File: config.mk
export PLATFORM = sky130hd
export DESIGN_NAME = imem_loader
export DESIGN_NICKNAME = d
export VERILOG_FILES = /design/src/rtl/imem_loader.sv
export SDC_FILE = /design/constraint.sdc
export NUM_CORES = 1
export LEC_CHECK = 0
export ABC_CLOCK_PERIOD_IN_PS = 2300
export CAP_MARGIN = 40
export CORE_ASPECT_RATIO = 0.7
export CORE_MARGIN = 4
export CORE_UTILIZATION = 45
export DETAILED_ROUTE_END_ITERATION = 7
export PLACE_DENSITY_LB_ADDON = 0.08
export SYNTH_ARGS = -nofsm -noshare
export SYNTH_HDL_FRONTEND = slang
export SYNTH_SLANG_ARGS = --single-unit
File: constraint.sdc
create_clock -name clk -period 2.3 [get_ports clk]
set_clock_uncertainty 0.2 [all_clocks]
set_input_delay 0.345 -clock clk [delete_from_list [all_inputs] [get_ports clk]]
set_output_delay 0.345 -clock clk [all_outputs]
set_load 0.005 [all_outputs]
File: src/rtl/imem_loader.sv
// Framed byte-stream loader for the byte-wide instruction memory.
// Parses 0xA5 / LEN_HI / LEN_LO / payload / CSUM and holds the core until a clean load.
module imem_loader #(
  parameter int N = 9
) (
  input  logic         clk,
  input  logic         rst,
  input  logic [7:0]   rx_data,
  input  logic         rx_valid,
  output logic         mem_we,
  output logic [N-1:0] mem_addr,
  output logic [7:0]   mem_wdata,
  output logic         cpu_hold,
  output logic         busy,
  output logic         done,
  output logic         err
);

  typedef enum logic [2:0] {IDLE, LEN_HI, LEN_LO, DATA, CSUM} state_t;

  localparam logic [15:0] MAX_LEN = 16'(1) << N;
  localparam logic [N:0]  ONE     = (N+1)'(1);

  state_t     state;
  logic [7:0] len_hi;
  logic [N:0] len;
  logic [N:0] cnt;
  logic [7:0] sum;

  logic [15:0] len_word;
  logic [N:0]  cnt_inc;

  assign len_word = {len_hi, rx_data};
  assign cnt_inc  = cnt + ONE;

  // Lengths of zero or beyond the memory depth are rejected before any write.
  function automatic logic len_ok(input logic [15:0] l);
    return (l != 16'd0) && (l <= MAX_LEN);
  endfunction

  always_ff @(posedge clk) begin
    if (rst) begin
      state     <= IDLE;
      len_hi    <= '0;
      len       <= '0;
      cnt       <= '0;
      sum       <= '0;
      mem_we    <= 1'b0;
      mem_addr  <= '0;
      mem_wdata <= '0;
      cpu_hold  <= 1'b1;
      busy      <= 1'b0;
      done      <= 1'b0;
      err       <= 1'b0;
    end else begin
      mem_we <= 1'b0;
      done   <= 1'b0;
      err    <= 1'b0;
      if (rx_valid) begin
        case (state)
          IDLE: begin
            if (rx_data == 8'hA5) begin
              state    <= LEN_HI;
              busy     <= 1'b1;
              cpu_hold <= 1'b1;
            end
          end
          LEN_HI: begin
            len_hi <= rx_data;
            state  <= LEN_LO;
          end
          LEN_LO: begin
            if (len_ok(len_word)) begin
              len   <= len_word[N:0];
              cnt   <= '0;
              sum   <= '0;
              state <= DATA;
            end else begin
              err   <= 1'b1;
              busy  <= 1'b0;
              state <= IDLE;
            end
          end
          DATA: begin
            mem_we    <= 1'b1;
            mem_addr  <= cnt[N-1:0];
            mem_wdata <= rx_data;
            sum       <= sum + rx_data;
            cnt       <= cnt_inc;
            if (cnt_inc == len) state <= CSUM;
          end
          CSUM: begin
            if (rx_data == sum) begin
              done     <= 1'b1;
              cpu_hold <= 1'b0;
            end else begin
              err <= 1'b1;
            end
            busy  <= 1'b0;
            state <= IDLE;
          end
          default: begin
            busy  <= 1'b0;
            state <= IDLE;
          end
        endcase
      end
    end
  end

endmodule
=== Word-level counts from Yosys, hierarchy flattened ===
Cells that the tools add are included.

* Bits in registers: 61

* $add $sub $neg: 2
* Multiplexer cells: 18
* Reduce and logical (&&, ||, !) cells: 15
* Bitwise gates (word level): 3
* $lt $le $gt $ge: 1
* Eq/ne operators: 12

{| class="wikitable"
|+ Operators by type and width
! kind !! count
|-
| 10-bit case mux with 2 select lines || 1
|-
| 16-bit by 10-bit less-or-equal comparator with 1-bit output (second input constant) || 1
|-
| 8-bit case mux with 2 select lines || 1
|-
| 16-bit nonzero test || 1
|-
| 3-bit case mux with 4 select lines || 1
|-
| 10-bit by 1-bit adder with 10-bit output (second input constant) || 1
|-
| 10-bit == test || 1
|-
| 10-bit 2-to-1 mux || 1
|-
| 2-bit != test (second input constant) || 5
|-
| 3-bit AND reduction || 3
|-
| 8-bit adder || 1
|-
| 8-bit == test || 1
|-
| 8-bit == test (second input constant) || 1
|-
| 8-bit 2-to-1 mux || 1
|-
| 4-bit AND reduction || 2
|-
| 1-bit 2-to-1 mux || 7
|-
| 3-bit by 2-bit == test with 1-bit output (second input constant) || 2
|-
| 3-bit 2-to-1 mux || 2
|-
| 1-bit case mux with 2 select lines || 2
|-
| 2-bit AND reduction || 2
|-
| 2-bit nonzero test || 2
|-
| 2-bit OR reduction || 2
|-
| 3-bit by 1-bit == test with 1-bit output (second input constant) || 1
|-
| 3-bit == test (second input constant) || 1
|-
| 6 further kinds || 8
|}

=== Logic depth before layout (Yosys ltp) ===
* Depth in word-level cells: 4
* Mapped depth: 8

=== Least setup slack after synthesis ===
No wires, ideal clock.

* Kind: input to register
* Start: in rx_data[1]
* End: reg cnt[2]
* Data required time: 2.026 ns
* Slack: -0.087 ns
* Cell stages on the path: 7
* Buffers on the path: 1
* Arrival time: 2.113 ns
* Setup time: 0.074 ns
* Cells stage by stage: or4_4 > or4_4 > nand4_2 > a21oi_2 > buf_6 > or2_4 > a31oi_2

* Cells in the longest elaborated chain, start to end: 4
* Elaborated cells on any way between the ends: 5

{| class="wikitable"
|+ Ends and longest elaborated chain
! what !! RTL line !! text
|-
| start, declared || 8 || <nowiki>input logic [7:0] rx_data,</nowiki>
|-
| 16-bit by 10-bit less-or-equal comparator with 1-bit output / 16-bit nonzero test (equally long branches) || 38 || <nowiki>return (l != 16'd0) && (l <= MAX_LEN);</nowiki>
|-
| 1-bit logical AND (*) || 38 ||
|-
| 2-bit != test (no source line) (*) || n/a ||
|-
| 3-bit AND reduction (no source line) (*) || n/a ||
|-
| end signal, assigned || 89 || <nowiki>cnt <= cnt_inc;</nowiki>
|-
| end, declared || 27 || <nowiki>logic [N:0] cnt;</nowiki>
|}

Mark *: on every way between the ends. The rest lies on a longest branch, timed or not.
A chain may end at the register's enable or synchronous reset.

=== Worst setup path after layout ===
* Start: in rx_data[0]
* End: reg len[9]

* Cells in the longest elaborated chain, start to end: 3
* Elaborated cells on any way between the ends: 4

{| class="wikitable"
|+ Ends and longest elaborated chain
! what !! RTL line !! text
|-
| 16-bit by 10-bit less-or-equal comparator with 1-bit output / 16-bit nonzero test (equally long branches) || 38 ||
|-
| 1-bit logical AND (*) || 38 ||
|-
| 3-bit AND reduction (no source line) (*) || n/a ||
|-
| end signal, assigned || 74 || <nowiki>len <= len_word[N:0];</nowiki>
|-
| end, declared || 26 || <nowiki>logic [N:0] len;</nowiki>
|}

Marks and branches as above.

==> run_results.csv <==
group,metric,value,unit
finish,fin_nets,439,
floorplanning,chipWidth,104,µm
routing,drt_iter0_drc,129,
yosys,yosysTopAreaCellShare,41.9,%
cts,cts_made_buffers,9,
yosys,yosysWarnings,0,
yosys,synth-seq-cells,61,
setup_path,critPathRequiredTime,2.34,ns
floorplanning,die_y,75.3,µm
global_route,gr-total-overflow,0,
placement,dp.cells,485,
timing,timing.hold.ws,0.209,ns
pwr,ir_worst_vdd,441,µV
setup_path,critPathKind,"in -> reg",
timing,worst_pin_slew,0.416,ns
yosys,yosys-top-cells-count,"nand2_1, dfxtp_1, a21oi_1",
placement,hpwl,5840,µm
finish,final_layout_size_suffix_gt1_share,21.2,%
setup_path,arrival,2.24,ns
global_route,grt_pass1_vias,2598,
global_route,grt_max_degree,29,
floorplanning,start_util,46.7,%
finish,area_growth,35.3,%
routing,first_pass_iters,5,
global_route,grt_pass1_wl,13100,µm
yosys,synth_edf_count,0,
status,outcome,"finished clean",
routing,ant_nets,0,
timing,hold_viol_final,0,
yosys,syn-num-nets,365,
cts,ctsHtreeMaxLevel,3,
yosys,ys_types,50,
cts,clk_latency,0.34,ns
floorplanning,fp.dieArea,7850,µm²
worst_hold_path,hold_class,"in -> reg",
cts,clockRootBuffer,"clkbuf_8",
yosys,synth.area.top_cells,"dfxtp_1, nand2_1, a21oi_1, mux2i_1, ha_1",
routing,wl,7910,µm
timing,fin_crit_sh,95.7,%
cts,cts_hold_buf,0,
floorplanning,io-pin-count,33,
global_route,antenna_found_initial,0,
routing,routed-via-count,2736,
cts,clkTransAtPathRegs,0.08,ns
yosys,synthCells,345,
timing,fin_crit,2.20,ns
setup_path,end_kind,"flop",
cts,cts_max_path_buffers,2,
yosys,synth_top_area_cell,"dfxtp_1",
routing,drc,0,
timing,final_max_slew_viol_count,0,
routing,wl_per_cell,15.8,µm
yosys,seq_area_frac_synth,41.9,%
pwr,power-per-cell-area,582,nW/µm²
cts,cts.sinks,61,
setup_path,r2r_slack,0.16,ns
timing,max_clock_freq,454,MHz
placement,gp_congestion,0.838,
timing,rsz0062_at_grt,"false",
timing,max_slew_margin,72.0,%
setup_path,crit_fanout,5,
finish,n_antenna_cell,0,
pwr,leakagePower,0.00154,µW
yosys,syn_area_per_cell,8.45,µm²
placement,numPortBuffers,32,
flow_run,cap_violations,0,
routing,via_per_inst,5.45,
floorplanning,rows,24,
yosys,async_reset_ff_share,0,%
yosys,netlist_area,2910,µm²
global_route,track_usage,21.5,%
finish,final_cell_count_no_fill,502,
timing,setup_viol,0,
floorplanning,core_region_area,6250,µm²
yosys,yosysMostFrequentCell,"nand2_1",
setup_path,setup.worst_path.start_class,"input port",
cts,cts_tree,"built",
yosys,yosys_most_used_dff,"dfxtp_1",
[where the power goes]
group	internal [µW]	leakage [µW]	switching, µW
registers	1060	0.000491	5.84
clock network	615	0.000113	469
logic	67.1	0.000937	76.6
total	1740	0.00154	551
[layout by cell type, fill, tap and decap left out, drive strengths merged, types with 2 or more instances in the layout]
master / instances
nor2b: 2
or3: 5
xnor2: 11
and3: 2
nor4: 4
inv: 7
nand3: 12
nand4: 5
nor2: 22
nand3b: 2
ha: 8
o21a: 2
a31oi: 8
clkinv: 5
nor3: 5
clkdlybuf4s50: 24
bufinv: 2
dfxtp: 61
a21oi: 37
clkbuf: 11
mux2i: 11
nor4b: 3
clkdlybuf4s15: 5
o21bai: 2
a22o: 7
buf: 50
o21ai: 16
or4: 3
nand2: 66
xor2: 6
[registers in the layout (all words and copies together), names as in the netlist]
signal / count
len_hi: 8
done: 1
cpu_hold: 1
mem_we: 1
err: 1
mem_addr: 9
len: 10
mem_wdata: 8
cnt: 10
sum: 8
state: 3
busy: 1
[layout make-up]
| cell class | instances | area (µm²) |
|---|---|---|
| Tap cell | 78 | 97.6 |
| Sequential cell | 61 | 1220 |
| Fill cell | 561 | 2300 |
| Multi-Input combinational cell | 258 | 1660 |
| Timing Repair Buffer | 82 | 717 |
| Clock inverter | 7 | 100 |
| Inverter | 7 | 26.3 |
| Clock buffer | 9 | 124 |
[logic make-up (layout without fill, tap and decap cells)]
| family | count (synthesis) | in the layout | synth area share, % |
|---|---|---|---|
| compound gates | 86 | 86 | 19.4 |
| xor+xnor | 17 | 17 | 5.11 |
| fa+ha+maj | 9 | 9 | 4.12 |
| buf+inv | 26 | 105 | 3.74 |
| flops | 61 | 61 | 41.9 |
| mux | 12 | 12 | 4.17 |
| simple gates | 134 | 134 | 21.6 |
[critical path, cell delays in order]
cell and delay [ns]:
clkdlybuf4s15_1 0.21, or4_4 0.57, o31ai_4 0.26, nand4_4 0.14
or3_4 0.36, buf_6 0.15, mux2i_1 0.15, nor2_1 0.06
[stage by stage]
step / setup slack (ns) / util (%) / total power, µW / setup TNS [ns] / cell area, µm²
after floorplan: -0.0701 / - / 1150 / -0.612 / 2950
after global placement: -0.625 / 58.7 / 1230 / -15.31 / 3670
after detailed placement: -0.560 / 58.7 / 1240 / -16.29 / 3670
after CTS: 0.0385 / 62.6 / 2320 / 0 / 3910
after global routing: 0.00133 / 63.1 / 2370 / 0 / 3940
final: 0.0991 / 63.1 / 2300 / 0 / 3940
[layer usage]
layer	vias to the layer above	wire, µm	global-route usage (%)
li1	1376	-	-
met1	1285	4090	30.3
met2	66	3200	31.3
met3	9	529	7.28
met4	0	87	6.64
met5	-	0	0
[path summary, 6_finish.rpt]
path	to	startpoint	cells after the start
setup reg to reg	state[0]	cnt[0]	6
setup / recovery	len[9]	rx_data[0]	8
hold reg to reg	mem_addr[4]	mem_addr[4]	2
hold / removal	mem_wdata[6]	rx_data[6]	4
[repair_timing]
action                     in CTS  in global routing
setup buffers                   0                  0
setup endpoints to repair      33                 14
cloned                          1                  0
pin swaps                       6                 11
resized for setup              14                 18
(Power assumes the default switching activity.)
